## src/rtl/prog_loader.sv

```systemverilog
// Program-image loader: streams bytes into consecutive RAM addresses, then pulses done/run.
// Define PROG_LOADER_VERIFY_EN to add a read-back checksum pass that drives err.
module prog_loader #(
    parameter int unsigned AW = 8,
    parameter int unsigned DW = 8
) (
    input  logic          clk,
    input  logic          rstn,
    input  logic          start,
    input  logic          abort,
    input  logic [AW-1:0] base,
    input  logic [AW-1:0] len,
    input  logic [DW-1:0] in_data,
    input  logic          in_valid,
    output logic          in_ready,
    output logic [AW-1:0] ram_addr,
    output logic [DW-1:0] ram_data,
    output logic          ram_wren,
    output logic          ram_rden,
    input  logic [DW-1:0] ram_q,
    output logic          busy,
    output logic          done,
    output logic          run,
    output logic          err,
    output logic [DW-1:0] csum
);

    typedef enum logic [2:0] {StIdle, StLoad, StVrd, StVcmp, StDone} state_e;

    state_e        state_q, state_d;
    logic [AW-1:0] base_q, base_d;
    logic [AW-1:0] len_q, len_d;
    logic [AW-1:0] cnt_q, cnt_d;
    logic [DW-1:0] csum_q, csum_d;
    logic          accept;
    logic          last;

    assign accept = (state_q == StLoad) && in_valid;
    // len of zero wraps to all-ones here, so a zero length covers the full 2**AW bytes.
    assign last   = (cnt_q == len_q - AW'(1));

`ifdef PROG_LOADER_VERIFY_EN
    logic [DW-1:0] vsum_q, vsum_d;
    logic          rd_pend_q, rd_pend_d;
    logic          err_q, err_d;
`else
    logic unused_ram_q;
    assign unused_ram_q = ^ram_q;
`endif

    always_ff @(posedge clk or negedge rstn) begin
        if (!rstn) begin
            state_q   <= StIdle;
            base_q    <= '0;
            len_q     <= '0;
            cnt_q     <= '0;
            csum_q    <= '0;
`ifdef PROG_LOADER_VERIFY_EN
            vsum_q    <= '0;
            rd_pend_q <= 1'b0;
            err_q     <= 1'b0;
`endif
        end else begin
            state_q   <= state_d;
            base_q    <= base_d;
            len_q     <= len_d;
            cnt_q     <= cnt_d;
            csum_q    <= csum_d;
`ifdef PROG_LOADER_VERIFY_EN
            vsum_q    <= vsum_d;
            rd_pend_q <= rd_pend_d;
            err_q     <= err_d;
`endif
        end
    end

    always_comb begin
        state_d = state_q;
        base_d  = base_q;
        len_d   = len_q;
        cnt_d   = cnt_q;
        csum_d  = csum_q;
`ifdef PROG_LOADER_VERIFY_EN
        err_d     = err_q;
        rd_pend_d = (state_q == StVrd);
        // Read data arrives the cycle after each read request.
        vsum_d    = rd_pend_q ? vsum_q + ram_q : vsum_q;
`endif
        case (state_q)
            StIdle: begin
                if (start) begin
                    state_d = StLoad;
                    base_d  = base;
                    len_d   = len;
                    cnt_d   = '0;
                    csum_d  = '0;
`ifdef PROG_LOADER_VERIFY_EN
                    err_d   = 1'b0;
                    vsum_d  = '0;
`endif
                end
            end
            StLoad: begin
                if (accept) begin
                    cnt_d  = cnt_q + AW'(1);
                    csum_d = csum_q + in_data;
                    if (last) begin
                        cnt_d = '0;
`ifdef PROG_LOADER_VERIFY_EN
                        state_d = StVrd;
`else
                        state_d = StDone;
`endif
                    end
                end
            end
`ifdef PROG_LOADER_VERIFY_EN
            StVrd: begin
                cnt_d = cnt_q + AW'(1);
                if (last) begin
                    state_d = StVcmp;
                end
            end
            StVcmp: begin
                err_d   = ((vsum_q + ram_q) != csum_q);
                state_d = StDone;
            end
`endif
            StDone:  state_d = StIdle;
            default: state_d = StIdle;
        endcase
        if (abort) begin
            state_d = StIdle;
        end
    end

    always_comb begin
        in_ready = (state_q == StLoad);
        ram_wren = accept;
        ram_rden = 1'b0;
        ram_addr = '0;
        ram_data = '0;
        if (accept) begin
            ram_addr = base_q + cnt_q;
            ram_data = in_data;
        end
`ifdef PROG_LOADER_VERIFY_EN
        if (state_q == StVrd) begin
            ram_rden = 1'b1;
            ram_addr = base_q + cnt_q;
        end
        err = err_q;
`else
        err = 1'b0;
`endif
        busy = (state_q != StIdle);
        done = (state_q == StDone);
        run  = done && !err;
        csum = csum_q;
    end

endmodule

```

## config.mk

```make
export PLATFORM = sky130hd
export DESIGN_NAME = prog_loader
export DESIGN_NICKNAME = d
export VERILOG_FILES = /design/src/rtl/prog_loader.sv
export SDC_FILE = /design/constraint.sdc
export NUM_CORES = 1
export LEC_CHECK = 0
export CAP_MARGIN = 15
export CORE_MARGIN = 4
export CORE_UTILIZATION = 54
export CTS_BUF_LIST = sky130_fd_sc_hd__clkbuf_4
export CTS_CLUSTER_SIZE = 8
export DETAILED_ROUTE_END_ITERATION = 10
export MAX_ROUTING_LAYER = met4
export PLACE_DENSITY_LB_ADDON = 0.3
export SYNTH_ARGS = -nofsm -noshare
export SYNTH_HDL_FRONTEND = slang
export SYNTH_SLANG_ARGS = --single-unit
```

## constraint.sdc

```tcl
create_clock -name clk -period 5.15 [get_ports clk]
set_input_delay 0.7725 -clock clk [delete_from_list [all_inputs] [get_ports clk]]
set_output_delay 0.7725 -clock clk [all_outputs]
set_load 0.02 [all_outputs]
```

==> parameters.txt <==
Parameter                              Value

Setup path
  Slowest cell delay on critical path ... ~0.71 ns
  Reg2Reg Launch Point ... state_q[2]
  Highest net fanout along the worst path ... 15
  Number of cells on the worst reg-to-reg path ... 9
  Capturing point of the worst reg2reg path ... csum[7]
  Category of the worst setup path launch point ... primary input
  Endpoint kind of the worst setup timing path ... output port
  Category of the most critical setup path ... primary input to output port
  Flop-to-flop setup slack ... 2.30 ns
  Critical path's top delay family ... buffers and inverters
  Cell breakdown of the critical path ... clkdlybuf4s50_1, nand2_1, inv_1, clkdlybuf4s50_1
  Most frequent CP cell ... sky130_fd_sc_hd__clkdlybuf4s50_1
  Buf+Inv Stages, Crit Path ... 3
  Arrival time at the worst endpoint ... 3.07 ns
  Critical-path cell with the highest stage delay ... sky130_fd_sc_hd__clkdlybuf4s50_1
  Required @ worst endpoint ... between 4 and 5 ns

Cells and area
  Sequential cell area in the final layout ... 851 µm²
  Multi-input gate area ... 0.00144 mm²
  Final nets ... around 370
  # fillers ... 326
  Share of layout cells above drive strength 1 ... 10.0%
  Number of diodes added for antenna fixing ... 0
  Area Growth Syn to Fin ... 27.0%
  Post-layout instance area ... slightly above 0.003 mm²

Global routing
  Number of antenna violations at the first check in global routing ... 0
  Largest net degree at the start of global routing ... 35
  Total congestion overflow ... 0
  First-pass GRT wire length ... ~9500 µm
  Via count of the first global-routing pass ... 2,064
  Global-route total usage across every layer ... 22.9%

Synth
  Adder-cell area share of the yosys netlist ... 9.99%
  Synth top area share ... 35.4%
  Mux contribution to synthesized area ... 6.09%
  Post-synthesis sequential area ratio ... 35.4%
  Commonest cells in the netlist ... sky130_fd_sc_hd__dfrtp_1 (34), sky130_fd_sc_hd__nand2_1 (24), sky130_fd_sc_hd__nor2_1 (17), sky130_fd_sc_hd__xnor2_1 (17), sky130_fd_sc_hd__ha_1 (16)
  Fraction of synthesized cell area in xor and xnor cells ... 9.11%
  Post-synthesis compound-gate area fraction ... 16.0%
  Combinational family with the most area after synthesis ... simple AND/OR/NAND/NOR gates
  Mapped Avg Cell Area ... ~9.4 µm²
  Count of synthesis-stage warnings from yosys ... 0
  Cell type with the highest aggregate area in the netlist ... sky130_fd_sc_hd__dfrtp_1
  Distinct cell type count of the synthesized netlist ... between 40 and 50
  Library cell with the highest instance count after synthesis ... sky130_fd_sc_hd__dfrtp_1
  Simple-Gate Fraction of Synth Area ... 18.6%
  Synthesized instance count ... 255
  Synth area leaders ... sky130_fd_sc_hd__dfrtp_1 (35%), sky130_fd_sc_hd__ha_1 (8.3%), sky130_fd_sc_hd__xnor2_1 (6.2%)
  Number of flip-flops and latches in the synthesized netlist ... 34
  Primary FF master, synth ... sky130_fd_sc_hd__dfrtp_1
  Number of enable-type register cells in the synthesized netlist ... 0
  Fraction of synthesis flops using an asynchronous set or reset pin ... 100%
  Post-synth design cell area ... 0.00240 mm²

Detailed routing
  Post-detailed-route wirelength per cell ... 15.9 µm
  Via-per-instance ratio ... about 5.7
  Routed WL ... 5730 µm
  Count of TritonRoute iterations in the first routing pass ... 4
  Number of routed nets with antenna violations ... 0
  Remaining DRCs ... 0
  1st-iter DRT viols ... 93
  Via total after detailed routing ... between 2,000 and 2,500

Floorplanning
  Starting utilization of the core area ... 58.0%
  Width of the die ... ~75 µm
  Die height ... 74.7 µm
  Die Outline Area ... 0.00558 mm²
  Floorplan row count ... 23
  # IOs ... 68
  Std-Cell Core Area ... 0.00414 mm²

Power
  Final Total Pwr ... between 0.0008 and 0.0009 W
  Total leakage power ... about 1.3 nW
  Worst ir drop on vdd ... 0.187 mV
  Pwr dens ... roughly 260 mW/mm²

Clocking
  Number of buffers inserted during clock tree synthesis ... 5
  Total number of H-tree levels ... 2
  CTS tree ... done
  Bufs on Longest Clock Path ... 2
  Number of sinks on the clock net ... 34
  Clock tree root driver cell ... sky130_fd_sc_hd__clkbuf_4
  Post-CTS repair timing setup buffer count ... 0
  Latest clock arrival within the worst-skew pair ... around 0.34 ns
  Quantity of gates resized following cts ... 0
  Count of hold-fix buffers inserted at cts ... 0
  Clock input transition at the sequential cells of the worst setup and hold paths ... 0.09 ns

Worst hold path
  Start point of the worst min-delay path ... csum[4]
  Hold/Removal Path Class ... flop to flop
  Destination of the worst hold path ... csum[4]
  Count of cells along the worst hold path ... 2

Timing
  RSZ-0062 raised after global routing ... false
  Clk_skew ... 0.0171 ns
  Upper clock frequency limit ... 260 MHz
  Slew HR ... 58.7%
  Post-route minimum period ... 3.85 ns
  Final WS setup ... 1.30 ns
  Worst slew pin tran ... 0.618 ns
  Aggregate negative setup slack ... 0 ns
  Number of pins with negative max-slew slack in the final report ... 0
  Total count of hold-check failures in the final report ... 0
  Worst hold margin ... around 0.53 ns
  Final Setup Violations ... 0
  Portion of the clock cycle consumed by the worst path in the final layout ... 74.7%

Place
  Final weighted congestion of routability-driven global placement ... around 0.90
  Count of input and output buffers ... 57
  HPWL after detailed placement ... 4210 µm
  Pre-CTS WS ... 1.34 ns
  Cell area after placement ... 0.00300 mm²

Run
  MaxCap Viol Count ... 0

Status
  Run status ... complete, no violations
-- worst max-delay path by stage --
stage | startpoint | to | cells past startpoint
floorplan | cnt_q[0] | ram_addr[6] | 8
global placement | in_valid | ram_wren | 4
detailed placement | in_valid | ram_wren | 4
CTS | in_valid | ram_wren | 4
global route | in_valid | ram_wren | 4
finish | in_valid | ram_wren | 4
-- flip-flops by register name (all words and copies together), names as in the netlist --
name,count
csum,8
base_q,8
cnt_q,8
state_q,2
len_q,8
-- tightest hold or removal path: cells and delay by family, from the launching register on --
| family | cells | cell delay [ns] |
|---|---|---|
| AND/OR/NAND/NOR | 1 | 0.05 |
| flip-flops | 1 | 0.38 |
| AO/OA/AOI/OAI | 1 | 0.07 |
-- logic make-up (layout without fill, tap and decap cells) --
kind of cell | count (synthesis) | count (layout)
other | 1 | 2
muxes | 13 | 13
AOI/OAI and AO/OA | 54 | 54
adders and majority gates | 18 | 18
DFF | 34 | 34
xor gates and xnor gates | 25 | 25
buffers and inverters | 26 | 80
and+or+nand+nor | 84 | 84
-- where the power goes --
| group | switching [W] | leakage [nW] | internal (W) | total, W |
|---|---|---|---|---|
| clock | 0.0000898 | 0.0322 | 0.0000621 | 0.000152 |
| combinational | 0.000161 | 0.878 | 0.000150 | 0.000310 |
| sequential | 0.0000394 | 0.433 | 0.000300 | 0.000339 |
-- final cells by class --
type | count | area share (%)
clock buffer | 7 | 1.72
sequential | 34 | 27.9
timing repair buffer | 60 | 19.4
multi-input combinational | 196 | 47.3
inverter | 13 | 1.60
tap | 50 | 2.05
-- cells in the final DEF, fill, tap and decap left out, drive strengths merged, types with 3 or more instances in the layout --
master	count
clkdlybuf4s50	57
dfrtp	34
nand2	24
nor2	17
xnor2	17
ha	16
o21ai	15
inv	13
mux2	13
and3	10
a21oi	10
xor2	8
clkbuf	7
nand2b	6
nand3	6
o21bai	5
nor3	5
a21o	4
or2	4
o211ai	3
and2	3
buf	3
nor4	3
o2111ai	3
-- metrics by stage --
step           instances  utilization [%]
2_1_floorplan        256                -
3_3_place_gp         353             72.4
3_5_place_dp         353             72.4
4_1_cts              360             73.6
5_1_grt              360             73.6
6_report             360             73.6
-- metal layers --
layer,track usage [%],vias up,wire (µm)
met2,37.5,52,2770
met4,8.30,0,98
li1,-,1000,-
met5,-,-,0
met1,28.8,992,2610
met3,3.34,12,251
Power figures use the tool's default switching activity.
